`src/rtl/layer_mac_scheduler.sv`:
```
// layer_mac_scheduler: one 8-bit MAC sequenced over all nodes of a dense layer, ReLU output; define SCHED_SAT_EN for saturating accumulate
module layer_mac_scheduler #(
  parameter int NUM_INPUTS = 30,
  parameter int NUM_NODES  = 8,
  parameter int WA_W       = 9,
  parameter int IDX_W      = 3
) (
  input  logic                    clk,
  input  logic                    reset,
  input  logic                    start,
  input  logic [8*NUM_INPUTS-1:0] act_vec,
  output logic                    busy,
  output logic                    done,
  output logic                    w_rd,
  output logic [WA_W-1:0]         w_addr,
  input  logic [7:0]              w_data,
  output logic                    out_valid,
  input  logic                    out_ready,
  output logic [IDX_W-1:0]        out_idx,
  output logic [7:0]              out_data
);
  localparam int KW = $clog2(NUM_INPUTS + 2);
  typedef enum logic [2:0] {IDLE, RUN, DRAIN, WRITE, DONE} state_t;
  state_t state, state_n;
  logic [7:0] acts [NUM_INPUTS];
  logic [KW-1:0] k, k_n, w_k, w_k_n, p_k;
  logic [IDX_W-1:0] node, node_n, out_idx_n;
  logic [7:0] acc, acc_n, prod, addend, sum, out_data_n;
  logic p_v, busy_n, done_n, w_rd_n, out_valid_n;
  logic [WA_W-1:0] w_addr_n;
  // low 8 bits of the product are the same for signed and unsigned operands
  assign prod   = acts[p_k] * w_data;
  assign addend = (p_k == KW'(NUM_INPUTS)) ? w_data : prod;
`ifdef SCHED_SAT_EN
  logic [8:0] sum9;
  assign sum9 = {acc[7], acc} + {addend[7], addend};
  assign sum  = (sum9[8] ^ sum9[7]) ? (sum9[8] ? 8'h80 : 8'h7f) : sum9[7:0];
`else
  assign sum = acc + addend;
`endif
  always_comb begin
    state_n     = state;
    k_n         = k;
    w_k_n       = w_k;
    node_n      = node;
    acc_n       = p_v ? sum : acc;
    busy_n      = busy;
    done_n      = 1'b0;
    w_rd_n      = 1'b0;
    out_valid_n = out_valid;
    out_idx_n   = out_idx;
    out_data_n  = out_data;
    case (state)
      IDLE: if (start) begin
        node_n  = '0;
        k_n     = '0;
        acc_n   = '0;
        busy_n  = 1'b1;
        state_n = RUN;
      end
      RUN: begin
        w_rd_n  = 1'b1;
        w_k_n   = k;
        k_n     = k + 1'b1;
        state_n = (k == KW'(NUM_INPUTS)) ? DRAIN : RUN;
      end
      DRAIN: if (p_v && p_k == KW'(NUM_INPUTS)) begin
        out_valid_n = 1'b1;
        out_idx_n   = node;
        out_data_n  = acc_n[7] ? 8'd0 : acc_n;
        state_n     = WRITE;
      end
      WRITE: if (out_ready) begin
        out_valid_n = 1'b0;
        if (node == IDX_W'(NUM_NODES - 1)) begin
          done_n  = 1'b1;
          busy_n  = 1'b0;
          state_n = DONE;
        end else begin
          // the handshake edge already issues the next node's first read
          node_n  = node + 1'b1;
          acc_n   = '0;
          w_rd_n  = 1'b1;
          w_k_n   = '0;
          k_n     = KW'(1);
          state_n = RUN;
        end
      end
      default: state_n = IDLE;
    endcase
    w_addr_n = w_rd_n ? WA_W'(node_n) * WA_W'(NUM_INPUTS + 1) + WA_W'(w_k_n) : w_addr;
  end
  always_ff @(posedge clk) begin
    if (reset) begin
      state     <= IDLE;
      k         <= '0;
      w_k       <= '0;
      p_k       <= '0;
      p_v       <= 1'b0;
      node      <= '0;
      acc       <= '0;
      busy      <= 1'b0;
      done      <= 1'b0;
      w_rd      <= 1'b0;
      w_addr    <= '0;
      out_valid <= 1'b0;
      out_idx   <= '0;
      out_data  <= '0;
    end else begin
      state     <= state_n;
      k         <= k_n;
      w_k       <= w_k_n;
      p_k       <= w_k;
      p_v       <= w_rd;
      node      <= node_n;
      acc       <= acc_n;
      busy      <= busy_n;
      done      <= done_n;
      w_rd      <= w_rd_n;
      w_addr    <= w_addr_n;
      out_valid <= out_valid_n;
      out_idx   <= out_idx_n;
      out_data  <= out_data_n;
    end
  end
  always_ff @(posedge clk)
    if (state == IDLE && start)
      for (int i = 0; i < NUM_INPUTS; i++) acts[i] <= act_vec[8*i +: 8];
endmodule

```
`config.mk`:
```
export PLATFORM = sky130hd
export DESIGN_NAME = layer_mac_scheduler
export DESIGN_NICKNAME = d
export VERILOG_FILES = /design/src/rtl/layer_mac_scheduler.sv
export SDC_FILE = /design/constraint.sdc
export NUM_CORES = 1
export LEC_CHECK = 0
export ABC_AREA = 1
export CAP_MARGIN = 25
export CORE_AREA = 2 2 180 182
export CTS_BUF_LIST = sky130_fd_sc_hd__clkbuf_4
export CTS_CLUSTER_SIZE = 30
export DETAILED_ROUTE_END_ITERATION = 16
export DIE_AREA = 0 0 182 184
export PLACE_DENSITY = 0.75
export SYNTH_ARGS = -nofsm -noshare
export SYNTH_HDL_FRONTEND = slang
export SYNTH_SLANG_ARGS = --single-unit
```
`constraint.sdc`:
```
create_clock -name clk -period 10.25 [get_ports clk]
set_clock_uncertainty 0.05 [all_clocks]
set_input_delay 1.025 -clock clk [delete_from_list [all_inputs] [get_ports clk]]
set_output_delay 1.025 -clock clk [all_outputs]
set_load 0.1 [all_outputs]
```
## Yosys cells after proc, flatten, opt, wreduce, memory -nomap -nowiden

Memories as Yosys holds them, arrays and structs flattened. A register that Yosys moved wholly into a read port is not among the register bits.
Index checks and enable logic that the tools add are counted.

- RAM bits: 240
- Output and inout port bits: 24
- Bits of input ports: 252
- Memories: 1
- Logic and storage cells: 84
- Bits in registers: 54

- Bitwise gates (word level): 2
- Equal/unequal tests: 11
- Reductions and logical operators: 12
- $add $sub $neg: 4
- Multiplexer cells: 38
- $mul: 2

Memory list:

| memory | depth | bits a word | read ports | clocked after Yosys merged registers in | wr ports | line | text |
|---|---|---|---|---|---|---|---|
| acts | 30 | 8 | 1 | 1 | 30 | 25 | `logic [7:0] acts [NUM_INPUTS];` |

Operators by type and width:

| cell | count |
|---|---|
| 8-bit two-way mux | 5 |
| 5-bit two-way mux | 6 |
| 3-bit two-way mux | 7 |
| 8-bit case mux with 2 select lines | 1 |
| 5-bit case mux with 3 select lines | 1 |
| 3-bit case mux with 4 select lines | 1 |
| 5-bit == test (second input constant) | 2 |
| 1-bit two-way mux | 10 |
| 2-bit inequality test (second input constant) | 5 |
| 5-bit case mux with 2 select lines | 1 |
| 8-bit by 5-bit adder with 9-bit output | 1 |
| 8-bit adder | 1 |
| 3-bit by 5-bit multiplier with 8-bit output (second input constant) | 1 |
| 8-bit by 8-bit multiplier with 8-bit output | 1 |
| 4-bit AND reduction | 2 |
| 7-bit two-way mux | 1 |
| 3-bit by 2-bit == test with 1-bit output (second input constant) | 2 |
| 1-bit case mux with 2 select lines | 3 |
| 3-bit case mux with 2 select lines | 1 |
| 3-bit AND reduction | 2 |
| 5-bit by 1-bit adder with 5-bit output (second input constant) | 1 |
| 2-bit nonzero test | 2 |
| 3-bit by 1-bit adder with 3-bit output (second input constant) | 1 |
| 3-bit by 1-bit == test with 1-bit output (second input constant) | 1 |
| other kinds (8) | 10 |

## Logic depth before layout (Yosys ltp)

Gate-level depths: netlist of run 1.

- Depth after elaboration: 7
- Depth in mapped cells: 40
- Gate-level depth less buffers: 37

## Worst setup path after synthesis of run 1

OpenSTA, ideal clock, no wires.

- Path kind: input -> register
- Start: in start
- End: reg busy
- Required time: 10.110 ns
- Cell stages on the path: 4
- Arrival time: 6.290 ns
- Slack: 3.819 ns
- Buffers on the path: 0
- Setup time: 0.090 ns
- Cell sequence: nand2_1 -> inv_1 -> o21ai_0 -> a21oi_1

- Word-level cells in the longest chain between the ends: 2

RTL lines:

| what | line | text |
|---|---|---|
| from (decl) | 10 | `input logic start,` |
| 2-bit inequality test (no line) | - |  |
| 4-bit AND reduction (no line) | - |  |
| to (signal assigned) | 117 | `busy <= busy_n;` |
| to (decl) | 12 | `output logic busy,` |

Every way passes these cells.
A chain may end at the register's enable or synchronous reset.

## Worst setup path after layout of run 1

- Start: reg p_k[0]
- End: reg out_data[0]

- Word-level cells in the longest chain between the ends: 5
- Elaborated cells on any way between the ends: 7
- Classes of those cells: add/sub (1); eq/ne (1); mux (3); reduce/logical (2)

RTL lines:

| what | line | text |
|---|---|---|
| from (decl) | 26 | `logic [KW-1:0] k, k_n, w_k, w_k_n, p_k;` |
| from (signal assigned) | 113 | `p_k <= w_k;` |
| 5-bit == test (*) | 33, 67 |  |
| 8-bit two-way mux | 33 | `assign addend = (p_k == KW'(NUM_INPUTS)) ? w_data : prod;` |
| 8-bit adder | 39 | `assign sum = acc + addend;` |
| 8-bit two-way mux | 46 | `acc_n = p_v ? sum : acc;` |
| 7-bit two-way mux | 70 | `out_data_n = acc_n[7] ? 8'd0 : acc_n;` |
| to (signal assigned) | 123 | `out_data <= out_data_n;` |
| to (decl) | 20 | `output logic [7:0] out_data` |

Every way passes the cells marked *; elsewhere a longest branch is shown, timed or not.

==> impl_metrics.xml, run 1 <==
<?xml version="1.0" encoding="UTF-8"?>
<metrics>
  <group name="run">
    <metric name="timing.max_cap.violations" unit="">0</metric>
  </group>
  <group name="floorplan">
    <metric name="io_pins" unit="">276</metric>
    <metric name="fp.dieW" unit="um">182</metric>
    <metric name="die_h" unit="um">184</metric>
    <metric name="core.rowCount" unit="">65</metric>
    <metric name="core_area" unit="um2">31390</metric>
    <metric name="die_area" unit="um2">33490</metric>
    <metric name="initial_core_util" unit="%">44.65</metric>
  </group>
  <group name="synth">
    <metric name="synth_top_cell_area_share" unit="%">51.42</metric>
    <metric name="yosysMostFrequentCell" unit="">sky130_fd_sc_hd__nand2_1</metric>
    <metric name="avgSynthCellArea" unit="um2">9.451</metric>
    <metric name="yosys.area.top_type" unit="">sky130_fd_sc_hd__edfxtp_1</metric>
    <metric name="synth_cell_types" unit="">41</metric>
    <metric name="proportion_of_register_bits_with_asynchronous_set_or_reset_after_synthesis" unit="%">0</metric>
    <metric name="ys_warn_count" unit="">0</metric>
    <metric name="synthesized_instance_count" unit="">1483</metric>
    <metric name="ys_top_cells_by_count" unit="">sky130_fd_sc_hd__nand2_1 (421), sky130_fd_sc_hd__edfxtp_1 (240), sky130_fd_sc_hd__inv_1 (220), sky130_fd_sc_hd__nor2_1 (147), sky130_fd_sc_hd__nand3_1 (119)</metric>
    <metric name="ys_seq_area_share" unit="%">58.99</metric>
    <metric name="number_of_enable_flip_flop_cells_after_synthesis" unit="">240</metric>
    <metric name="postSynthNetCount" unit="">1792</metric>
    <metric name="yosys_register_bits" unit="">293</metric>
    <metric name="synthFlopType" unit="">sky130_fd_sc_hd__edfxtp_1</metric>
    <metric name="synth_area" unit="um2">14020</metric>
    <metric name="synth_top_cells_by_area" unit="">sky130_fd_sc_hd__edfxtp_1 (51%), sky130_fd_sc_hd__nand2_1 (11%), sky130_fd_sc_hd__dfxtp_1 (7.6%)</metric>
  </group>
  <group name="clock_network">
    <metric name="cts_tree" unit="">built</metric>
    <metric name="cts-root-to-sink-buffers" unit="">3</metric>
    <metric name="clk_latency" unit="ns">0.71</metric>
    <metric name="deepest_level_of_the_cts_h_tree" unit="">3</metric>
    <metric name="cts_setup_buffers" unit="">0</metric>
    <metric name="cts.hold.buffers_added" unit="">0</metric>
    <metric name="post_cts.resized_instances" unit="">0</metric>
    <metric name="clockRootBuffer" unit="">sky130_fd_sc_hd__clkbuf_4</metric>
    <metric name="number_of_clock_buffers_inserted_by_tritoncts" unit="">77</metric>
    <metric name="clock_sinks" unit="">293</metric>
    <metric name="clk_pin_slew" unit="ns">0.07</metric>
  </group>
  <group name="global_route">
    <metric name="grt_start_max_net_pins" unit="">155</metric>
    <metric name="global_route_wire_length_before_repair" unit="um">57560</metric>
    <metric name="grtUsageTotal" unit="%">22.31</metric>
    <metric name="grt_overflow" unit="">0</metric>
    <metric name="first_global_vias" unit="">11190</metric>
    <metric name="grt_antenna_before_repair" unit="">8</metric>
  </group>
  <group name="setup_path">
    <metric name="critical_path.max_stage_delay" unit="ns">0.66</metric>
    <metric name="path_class" unit="">register to register</metric>
    <metric name="critPathSlowestCell" unit="">sky130_fd_sc_hd__dfxtp_4</metric>
    <metric name="critical_path_at" unit="ns">7.33</metric>
    <metric name="critPathMostFrequentCell" unit="">sky130_fd_sc_hd__nand2_1</metric>
    <metric name="end_kind" unit="">register</metric>
    <metric name="crit_required" unit="ns">10.75</metric>
    <metric name="source_of_the_critical_timing_path" unit="">p_k[0]</metric>
    <metric name="highest_fanout_seen_on_the_critical_path" unit="">80</metric>
    <metric name="worstReg2RegStart" unit="">p_k[0]</metric>
    <metric name="start_kind" unit="">register</metric>
  </group>
  <group name="finish">
    <metric name="final-instance-count-excl-fill" unit="">2262</metric>
    <metric name="layout.nets" unit="">2100</metric>
    <metric name="post_route_cells_drive_above_1_share" unit="%">8.482</metric>
    <metric name="utilization_after_layout" unit="%">57.49</metric>
    <metric name="syn2layout_area_growth" unit="%">28.77</metric>
    <metric name="multi_input_comb_area" unit="um2">4553</metric>
    <metric name="nFillCells" unit="">2648</metric>
    <metric name="final-seq-area" unit="um2">8273</metric>
  </group>
  <group name="drt">
    <metric name="detail_route.wl_per_cell" unit="um">16.60</metric>
    <metric name="postRouteAntennaNets" unit="">0</metric>
    <metric name="vias_per_cell" unit="">4.926</metric>
    <metric name="detailroute.via_count" unit="">11140</metric>
    <metric name="route.detailed.drc" unit="">0</metric>
    <metric name="totalWireLength" unit="um">37550</metric>
    <metric name="detail_route.iter0.violations" unit="">779</metric>
    <metric name="drt_pass1_iterations" unit="">5</metric>
  </group>
  <group name="place">
    <metric name="dp_cell_count" unit="">2111</metric>
    <metric name="gp_congestion" unit="">0.8819</metric>
    <metric name="hpwlAfterDp" unit="um">26420</metric>
    <metric name="buffer_ports.inserted" unit="">274</metric>
  </group>
  <group name="sta">
    <metric name="final.period_utilization" unit="%">66.59</metric>
    <metric name="fmax" unit="MHz">146.5</metric>
    <metric name="finalMaxSlewViolations" unit="">0</metric>
    <metric name="hold_violation_count_in_the_final_report" unit="">0</metric>
    <metric name="worst_slew_margin_rel" unit="%">34.08</metric>
    <metric name="max_slew.worst_pin.slew" unit="ns">0.9857</metric>
    <metric name="hold_ws" unit="ns">0.3566</metric>
    <metric name="post-route-min-period" unit="ns">6.825</metric>
    <metric name="unrepaired_setup_endpoints_after_global_routing" unit="">no</metric>
    <metric name="setup-tns-final" unit="ns">0</metric>
    <metric name="count_of_endpoints_failing_setup_in_the_final_report" unit="">0</metric>
  </group>
  <group name="status">
    <metric name="status" unit="">finished clean</metric>
  </group>
  <group name="worst_hold_path">
    <metric name="hold_path.startpoint" unit="">w_k[0]</metric>
    <metric name="min-delay-path-class" unit="">register to register</metric>
  </group>
  <group name="pwr">
    <metric name="p_leak" unit="nW">7.741</metric>
    <metric name="power.density_cell_area" unit="nW/um2">182.0</metric>
    <metric name="worst_case_vdd_ir_drop" unit="V">0.0001025</metric>
  </group>
</metrics>
## worst paths after layout
kind / end / slack (ns) / depth (start not counted)
min: p_k[0] / 0.36 / 2
max reg2reg: out_data[0] / 3.43 / 36
min reg2reg: p_k[0] / 0.36 / 2
max: out_data[0] / 3.43 / 36
## routing by layer
metal,track usage [%],share of wire (%),up-vias
li1,-,-,5459
met1,27.40,41,5174
met2,37.57,49,427
met3,4.457,6.8,83
met4,11.32,3.7,0
met5,0,0,-
## worst max-delay path: cells and delay by family, from the launching register on
kind / cells / cell delay (ns)
flops: 1 / 0.66
compound gates: 2 / 0.28
fa+ha+maj: 5 / 2.03
buf+inv: 7 / 1.37
simple gates: 22 / 2.22
## sequential cells by signal (all words and copies together) (netlist names), 3 cells and up
| register | flops |
|---|---|
| acc | 8 |
| acts | 240 |
| k | 5 |
| node | 3 |
| out_data | 7 |
| out_idx | 3 |
| p_k | 5 |
| state | 3 |
| w_addr | 9 |
| w_k | 5 |
## report_power, final
group | switching, W | internal (W)
registers | 0.0000481 | 0.00148
logic | 0.000469 | 0.000290
clock network | 0.000497 | 0.000500
total | 0.00101 | 0.00227
## through the flow
step                      worst slack, ns  cell area, um2  total power (W)
after CTS                           3.402           17950         0.003310
after global routing                2.852           18040         0.003484
after detailed placement            3.460           16980         0.002304
after global placement              3.650           16980         0.002282
final                               3.425           18050         0.003284
after floorplan                     3.819           14020         0.002084
## final cells by class
| cell class | count | share of cell area, % |
|---|---|---|
| tap | 402 | 2.787 |
| multi-input combinational | 909 | 25.23 |
| inverter | 227 | 4.783 |
| antenna | 9 | 0.1248 |
| sequential | 293 | 45.84 |
| clock buffer | 109 | 4.534 |
| clock inverter | 30 | 0.8180 |
| timing repair buffer | 283 | 15.89 |
## cells in the final DEF (no fill, tap or decap), types with 3 or more instances in the layout
cell / n
sky130_fd_sc_hd__clkbuf_4: 109
sky130_fd_sc_hd__a31oi_1: 3
sky130_fd_sc_hd__ha_1: 38
sky130_fd_sc_hd__nand2_2: 3
sky130_fd_sc_hd__inv_2: 5
sky130_fd_sc_hd__nand2_1: 421
sky130_fd_sc_hd__dfxtp_1: 51
sky130_fd_sc_hd__buf_4: 6
sky130_fd_sc_hd__clkdlybuf4s50_1: 274
sky130_fd_sc_hd__xor2_1: 4
sky130_fd_sc_hd__diode_2: 9
sky130_fd_sc_hd__nor2_1: 147
sky130_fd_sc_hd__xnor2_1: 5
sky130_fd_sc_hd__nand3_1: 119
sky130_fd_sc_hd__o21ai_1: 12
sky130_fd_sc_hd__edfxtp_1: 240
sky130_fd_sc_hd__clkinv_2: 6
sky130_fd_sc_hd__nand4_1: 3
sky130_fd_sc_hd__inv_1: 219
sky130_fd_sc_hd__inv_6: 3
sky130_fd_sc_hd__nor2_2: 5
sky130_fd_sc_hd__nor3_1: 4
sky130_fd_sc_hd__o21ai_0: 53
sky130_fd_sc_hd__clkinv_1: 19
sky130_fd_sc_hd__fa_1: 19
sky130_fd_sc_hd__a21oi_1: 46
## logic make-up after synthesis
kind of cell | share of synthesized area (%)
muxes | 0.1428
and+or+nand+nor | 20.97
buffers and inverters | 8.525
DFF | 58.99
AOI/OAI and AO/OA | 4.678
adders and majority gates | 6.106
other | 0.02676
xor gates and xnor gates | 0.5624
No activity file was read; power rests on OpenSTA's default activity.
==> inputs of run 2 (changes only) <==
==> constraint.sdc (replaced) <==
create_clock -name clk -period 6.8 [get_ports clk]
set_clock_uncertainty 0.05 [all_clocks]
set_input_delay 0.68 -clock clk [delete_from_list [all_inputs] [get_ports clk]]
set_output_delay 0.68 -clock clk [all_outputs]
set_load 0.1 [all_outputs]
==> impl_metrics.xml, run 2 (synthesis gave the netlist of run 1 again) <==
<?xml version="1.0" encoding="UTF-8"?>
<metrics>
  <group name="clock_network">
    <metric name="clk_pin_slew" unit="ns">0.07</metric>
    <metric name="number_of_clock_buffers_inserted_by_tritoncts" unit="">78</metric>
    <metric name="deepest_level_of_the_cts_h_tree" unit="">3</metric>
    <metric name="cts_setup_buffers" unit="">0</metric>
    <metric name="clk_latency" unit="ns">0.70</metric>
    <metric name="clockRootBuffer" unit="">sky130_fd_sc_hd__clkbuf_4</metric>
    <metric name="cts_tree" unit="">built</metric>
    <metric name="cts.hold.buffers_added" unit="">0</metric>
    <metric name="clock_sinks" unit="">293</metric>
    <metric name="post_cts.resized_instances" unit="">0</metric>
    <metric name="cts-root-to-sink-buffers" unit="">3</metric>
  </group>
  <group name="pwr">
    <metric name="netSwitchingPower" unit="W">0.001497</metric>
    <metric name="p_clk_share" unit="%">32.2</metric>
    <metric name="power.share.combinational" unit="%">22.5</metric>
    <metric name="worst_case_vdd_ir_drop" unit="V">0.0001401</metric>
    <metric name="power.density_cell_area" unit="nW/um2">280.4</metric>
    <metric name="swShare" unit="%">29.45</metric>
    <metric name="power.internal" unit="W">0.003587</metric>
    <metric name="pwr-share-seq" unit="%">45.3</metric>
    <metric name="p_leak" unit="nW">7.792</metric>
  </group>
  <group name="floorplan">
    <metric name="fp.dieW" unit="um">182</metric>
    <metric name="die_h" unit="um">184</metric>
    <metric name="core_area" unit="um2">31390</metric>
    <metric name="io_pins" unit="">276</metric>
    <metric name="core.rowCount" unit="">65</metric>
    <metric name="die_area" unit="um2">33490</metric>
    <metric name="initial_core_util" unit="%">44.65</metric>
  </group>
  <group name="sta">
    <metric name="hold_violation_count_in_the_final_report" unit="">0</metric>
    <metric name="max_slew.worst_pin.slew" unit="ns">0.9841</metric>
    <metric name="fmax" unit="MHz">165.5</metric>
    <metric name="finalMaxSlewViolations" unit="">0</metric>
    <metric name="unrepaired_setup_endpoints_after_global_routing" unit="">no</metric>
    <metric name="hold_ws" unit="ns">0.3593</metric>
    <metric name="final.period_utilization" unit="%">88.84</metric>
    <metric name="count_of_endpoints_failing_setup_in_the_final_report" unit="">0</metric>
    <metric name="post-route-min-period" unit="ns">6.041</metric>
    <metric name="setup-tns-final" unit="ns">0</metric>
    <metric name="worst_slew_margin_rel" unit="%">34.19</metric>
  </group>
  <group name="status">
    <metric name="status" unit="">finished clean</metric>
  </group>
  <group name="setup_path">
    <metric name="critPathSlowestCell" unit="">sky130_fd_sc_hd__fa_1</metric>
    <metric name="critical_path.max_stage_delay" unit="ns">0.54</metric>
    <metric name="crit_required" unit="ns">7.30</metric>
    <metric name="setup.reg_to_reg.worst_slack" unit="ns">0.76</metric>
    <metric name="highest_fanout_seen_on_the_critical_path" unit="">26</metric>
    <metric name="worst_r2r_endpoint" unit="">out_data[2]</metric>
    <metric name="start_kind" unit="">register</metric>
    <metric name="path_class" unit="">register to register</metric>
    <metric name="end_kind" unit="">register</metric>
    <metric name="crit_path_max_delay_family" unit="">adder cells</metric>
    <metric name="critical_path_at" unit="ns">6.54</metric>
    <metric name="reg2regPathDepth" unit="">33</metric>
    <metric name="critPathMostFrequentCell" unit="">sky130_fd_sc_hd__nand2_1</metric>
    <metric name="cp_num_buf_inv" unit="">6</metric>
    <metric name="worstReg2RegStart" unit="">p_k[0]</metric>
  </group>
  <group name="finish">
    <metric name="final-instance-count-excl-fill" unit="">2261</metric>
    <metric name="reg.largest.list" unit="">acts x240, w_addr x9, acc x8</metric>
    <metric name="largest_register_ffs" unit="">240</metric>
    <metric name="most-common-layout-cells" unit="">sky130_fd_sc_hd__nand2_1 (421), sky130_fd_sc_hd__clkdlybuf4s50_1 (274), sky130_fd_sc_hd__edfxtp_1 (240)</metric>
    <metric name="mostFrequentLayoutCell" unit="">sky130_fd_sc_hd__nand2_1</metric>
    <metric name="multi_input_comb_area" unit="um2">4553</metric>
    <metric name="final-seq-area" unit="um2">8273</metric>
    <metric name="nFillCells" unit="">2655</metric>
    <metric name="layout.nets" unit="">2107</metric>
    <metric name="largest_register" unit="">acts</metric>
    <metric name="post_route_cells_drive_above_1_share" unit="%">8.797</metric>
    <metric name="syn2layout_area_growth" unit="%">29.39</metric>
  </group>
  <group name="drt">
    <metric name="drt_pass1_iterations" unit="">5</metric>
    <metric name="totalWireLength" unit="um">37480</metric>
    <metric name="detail_route.wl_per_cell" unit="um">16.58</metric>
    <metric name="vias_per_cell" unit="">4.928</metric>
    <metric name="postRouteAntennaNets" unit="">0</metric>
    <metric name="route.detailed.drc" unit="">0</metric>
    <metric name="detailroute.via_count" unit="">11140</metric>
    <metric name="detail_route.iter0.violations" unit="">690</metric>
  </group>
  <group name="place">
    <metric name="hpwlAfterDp" unit="um">27500</metric>
    <metric name="buffer_ports.inserted" unit="">274</metric>
    <metric name="gp_congestion" unit="">0.8781</metric>
    <metric name="dp_cell_count" unit="">2119</metric>
  </group>
  <group name="global_route">
    <metric name="grt_overflow" unit="">0</metric>
    <metric name="global_route_wire_length_before_repair" unit="um">59320</metric>
    <metric name="first_global_vias" unit="">11490</metric>
    <metric name="grt_antenna_before_repair" unit="">5</metric>
    <metric name="grt_start_max_net_pins" unit="">129</metric>
    <metric name="grtUsageTotal" unit="%">22.94</metric>
  </group>
  <group name="worst_hold_path">
    <metric name="timing.hold.worst_path_depth" unit="">2</metric>
    <metric name="hold_path.startpoint" unit="">w_k[4]</metric>
    <metric name="min-delay-path-class" unit="">register to register</metric>
    <metric name="hold_end" unit="">p_k[4]</metric>
  </group>
  <group name="run">
    <metric name="timing.max_cap.violations" unit="">0</metric>
  </group>
</metrics>
-- run 2: cell types whose count changed in the layout (fill, tap and decap cells not counted), moves of 3 or more --
cell | before | now
sky130_fd_sc_hd__diode_2 | 9 | 6
sky130_fd_sc_hd__clkbuf_4 | 109 | 116
sky130_fd_sc_hd__bufinv_16 | 0 | 4
sky130_fd_sc_hd__inv_6 | 3 | 0
sky130_fd_sc_hd__clkinv_2 | 6 | 1
sky130_fd_sc_hd__clkinv_1 | 19 | 15
sky130_fd_sc_hd__buf_4 | 6 | 13
-- run 2: worst max path at each step --
stage,start,to,cells past startpoint
detailed placement,p_k[0],out_data[2],33
CTS,p_k[0],out_data[2],33
global route,p_k[0],out_data[6],33
floorplan,start,busy,4
global placement,p_k[0],out_data[4],33
finish,p_k[0],out_data[2],33
-- run 2: layout make-up --
type                            count  share of cell area, %
Antenna cell                        6                0.08279
Clock buffer                      116                  4.802
Clock inverter                     19                  1.000
Inverter                          227                  4.761
Multi-Input combinational cell    909                  25.11
Sequential cell                   293                  45.62
Tap cell                          402                  2.774
Timing Repair Buffer              289                  15.85
-- run 2: routing by layer --
| layer | share of wire [%] | global-route usage, % | up-vias |
|---|---|---|---|
| met2 | 50 | 40.05 | 404 |
| li1 | - | - | 5461 |
| met3 | 6.4 | 5.269 | 72 |
| met4 | 2.9 | 9.774 | 0 |
| met1 | 41 | 27.28 | 5206 |
| met5 | 0 | 0 | - |
-- run 2: tightest hold or removal path: stages, from the launching register on --
cell	delay [ns]
sky130_fd_sc_hd__dfxtp_1	0.31
sky130_fd_sc_hd__inv_1	0.05
sky130_fd_sc_hd__nor2_1	0.04
-- run 2: power groups by stage --
stage / sequential (W) / combinational, W / clock (W)
finish: 0.00230 / 0.00114 / 0.00164
floorplan: 0.00244 / 0.000703 / 0
global route: 0.00232 / 0.00130 / 0.00178
CTS: 0.00230 / 0.00115 / 0.00168
global placement: 0.00233 / 0.00113 / 0
detailed placement: 0.00234 / 0.00114 / 0
-- run 2: stage by stage --
stage	total power (W)	setup slack [ns]	instance area [um2]	util, %
CTS	0.005141	0.7347	18100	57.67
global placement	0.003459	0.8142	17050	54.32
floorplan	0.003142	0.7145	14020	-
detailed placement	0.003487	0.7492	17050	54.32
global route	0.005399	0.2550	18130	57.77
finish	0.005085	0.7592	18130	57.77
==> inputs of run 3 (changes only) <==
--- a/config.mk
+++ b/config.mk
@@ -13,6 +13,7 @@
 export DETAILED_ROUTE_END_ITERATION = 16
 export DIE_AREA = 0 0 182 184
 export PLACE_DENSITY = 0.75
+export SLEW_MARGIN = 20
 export SYNTH_ARGS = -nofsm -noshare
 export SYNTH_HDL_FRONTEND = slang
 export SYNTH_SLANG_ARGS = --single-unit
==> impl_metrics.xml, run 3 (synthesis gave the netlist of run 1 again) <==
<?xml version="1.0" encoding="UTF-8"?>
<metrics>
  <group name="status">
    <metric name="status" unit="">finished clean</metric>
  </group>
  <group name="pwr">
    <metric name="netSwitchingPower" unit="W">0.001502</metric>
    <metric name="power.internal" unit="W">0.003586</metric>
    <metric name="worst_case_vdd_ir_drop" unit="V">0.0001402</metric>
    <metric name="swShare" unit="%">29.52</metric>
    <metric name="p_clk_share" unit="%">32.3</metric>
    <metric name="power.density_cell_area" unit="nW/um2">280.9</metric>
    <metric name="power.share.combinational" unit="%">22.4</metric>
    <metric name="pwr-share-seq" unit="%">45.3</metric>
    <metric name="p_leak" unit="nW">7.784</metric>
  </group>
  <group name="finish">
    <metric name="reg.largest.list" unit="">acts x240, w_addr x9, acc x8</metric>
    <metric name="final-instance-count-excl-fill" unit="">2260</metric>
    <metric name="syn2layout_area_growth" unit="%">29.24</metric>
    <metric name="largest_register_ffs" unit="">240</metric>
    <metric name="layout.nets" unit="">2106</metric>
    <metric name="mostFrequentLayoutCell" unit="">sky130_fd_sc_hd__nand2_1</metric>
    <metric name="most-common-layout-cells" unit="">sky130_fd_sc_hd__nand2_1 (421), sky130_fd_sc_hd__clkdlybuf4s50_1 (273), sky130_fd_sc_hd__edfxtp_1 (240)</metric>
    <metric name="post_route_cells_drive_above_1_share" unit="%">8.801</metric>
    <metric name="largest_register" unit="">acts</metric>
    <metric name="nFillCells" unit="">2659</metric>
  </group>
  <group name="sta">
    <metric name="worst_slew_margin_rel" unit="%">34.24</metric>
    <metric name="fmax" unit="MHz">165.7</metric>
    <metric name="hold_ws" unit="ns">0.3440</metric>
    <metric name="finalMaxSlewViolations" unit="">0</metric>
    <metric name="max_slew.worst_pin.slew" unit="ns">0.9833</metric>
    <metric name="hold_violation_count_in_the_final_report" unit="">0</metric>
    <metric name="setup-tns-final" unit="ns">0</metric>
    <metric name="post-route-min-period" unit="ns">6.036</metric>
    <metric name="final.period_utilization" unit="%">88.76</metric>
    <metric name="unrepaired_setup_endpoints_after_global_routing" unit="">no</metric>
    <metric name="count_of_endpoints_failing_setup_in_the_final_report" unit="">0</metric>
  </group>
  <group name="clock_network">
    <metric name="clock_sinks" unit="">293</metric>
    <metric name="clockRootBuffer" unit="">sky130_fd_sc_hd__clkbuf_4</metric>
    <metric name="cts.hold.buffers_added" unit="">0</metric>
    <metric name="post_cts.resized_instances" unit="">0</metric>
    <metric name="clk_pin_slew" unit="ns">0.07</metric>
    <metric name="number_of_clock_buffers_inserted_by_tritoncts" unit="">78</metric>
    <metric name="deepest_level_of_the_cts_h_tree" unit="">3</metric>
    <metric name="cts-root-to-sink-buffers" unit="">3</metric>
    <metric name="cts_tree" unit="">built</metric>
    <metric name="clk_latency" unit="ns">0.72</metric>
    <metric name="cts_setup_buffers" unit="">0</metric>
  </group>
  <group name="drt">
    <metric name="detail_route.wl_per_cell" unit="um">16.58</metric>
    <metric name="detail_route.iter0.violations" unit="">678</metric>
    <metric name="route.detailed.drc" unit="">0</metric>
    <metric name="detailroute.via_count" unit="">11130</metric>
    <metric name="postRouteAntennaNets" unit="">0</metric>
    <metric name="drt_pass1_iterations" unit="">5</metric>
    <metric name="vias_per_cell" unit="">4.923</metric>
    <metric name="totalWireLength" unit="um">37460</metric>
  </group>
  <group name="global_route">
    <metric name="first_global_vias" unit="">11490</metric>
    <metric name="global_route_wire_length_before_repair" unit="um">59320</metric>
    <metric name="grtUsageTotal" unit="%">22.94</metric>
    <metric name="grt_overflow" unit="">0</metric>
    <metric name="grt_antenna_before_repair" unit="">5</metric>
    <metric name="grt_start_max_net_pins" unit="">129</metric>
  </group>
  <group name="setup_path">
    <metric name="crit_required" unit="ns">7.30</metric>
    <metric name="critical_path_at" unit="ns">6.54</metric>
    <metric name="start_kind" unit="">register</metric>
    <metric name="highest_fanout_seen_on_the_critical_path" unit="">26</metric>
    <metric name="critical_path.max_stage_delay" unit="ns">0.54</metric>
    <metric name="critPathMostFrequentCell" unit="">sky130_fd_sc_hd__nand2_1</metric>
    <metric name="reg2regPathDepth" unit="">33</metric>
    <metric name="path_class" unit="">register to register</metric>
    <metric name="critPathSlowestCell" unit="">sky130_fd_sc_hd__fa_1</metric>
    <metric name="end_kind" unit="">register</metric>
  </group>
  <group name="floorplan">
    <metric name="core.rowCount" unit="">65</metric>
    <metric name="io_pins" unit="">276</metric>
    <metric name="die_h" unit="um">184</metric>
    <metric name="initial_core_util" unit="%">44.65</metric>
    <metric name="fp.dieW" unit="um">182</metric>
    <metric name="core_area" unit="um2">31390</metric>
    <metric name="die_area" unit="um2">33490</metric>
  </group>
  <group name="worst_hold_path">
    <metric name="min-delay-path-class" unit="">register to register</metric>
    <metric name="timing.hold.worst_path_depth" unit="">2</metric>
  </group>
  <group name="place">
    <metric name="buffer_ports.inserted" unit="">274</metric>
    <metric name="dp_cell_count" unit="">2119</metric>
    <metric name="gp_congestion" unit="">0.8781</metric>
    <metric name="hpwlAfterDp" unit="um">27500</metric>
  </group>
  <group name="run">
    <metric name="timing.max_cap.violations" unit="">0</metric>
  </group>
</metrics>
==> run 3: cell count changes in the layout (fill, tap and decap cells not counted) <==
cell,change
sky130_fd_sc_hd__buf_8,-1
sky130_fd_sc_hd__clkdlybuf4s50_1,-1
sky130_fd_sc_hd__buf_2,+1
==> run 3: power by group through the flow <==
| stage | logic [W] | clock network (W) | registers, W |
|---|---|---|---|
| final | 0.00114 | 0.00164 | 0.00230 |
| after global routing | 0.00130 | 0.00178 | 0.00232 |
| after CTS | 0.00115 | 0.00168 | 0.00230 |
| after detailed placement | 0.00114 | 0 | 0.00234 |
| after global placement | 0.00113 | 0 | 0.00233 |
| after floorplan | 0.000703 | 0 | 0.00244 |
==> run 3: final cells by class <==
class                      instances  area (um2)  area share [%]
tap                              402       503.0           2.777
clock inverter                    19       181.4           1.002
multi-input combinational        909        4553           25.13
antenna                            6       15.01         0.08288
timing repair buffer             288        2855           15.76
clock buffer                     116       870.8           4.807
inverter                         227       863.3           4.766
sequential                       293        8273           45.67
==> run 3: worst max-delay path, delay by kind of cell, from the launching register on <==
family / cells / cell delay (ns)
compound gates: 3 / 0.68
fa+ha+maj: 5 / 2.18
buf+inv: 6 / 0.82
flops: 1 / 0.35
simple gates: 19 / 1.79
==> run 3: final timing paths <==
| check | from | endpoint | slack (ns) |
|---|---|---|---|
| worst max-delay path | p_k[0] | out_data[2] | 0.76 |
| worst min-delay path | w_k[4] | p_k[4] | 0.34 |
| worst max register to register | p_k[0] | out_data[2] | 0.76 |
| worst min register to register | w_k[4] | p_k[4] | 0.34 |
==> run 3: layer usage <==
metal / GRT usage, % / up-vias / routed length [um]
li1: - / 5455 / -
met1: 27.28 / 5197 / 15280
met2: 40.05 / 400 / 18650
met3: 5.269 / 73 / 2435
met4: 9.774 / 0 / 1094
met5: 0 / - / 0
==> run 3: stage by stage <==
step                      utilization, %  power [W]  instance area, um2  setup WS (ns)
after detailed placement           54.32   0.003487               17050         0.7492
after global placement             54.32   0.003459               17050         0.8142
after CTS                          57.67   0.005141               18100         0.7347
after global routing               57.70   0.005398               18110         0.2526
final                              57.70   0.005088               18110         0.7645
after floorplan                        -   0.003142               14020         0.7145
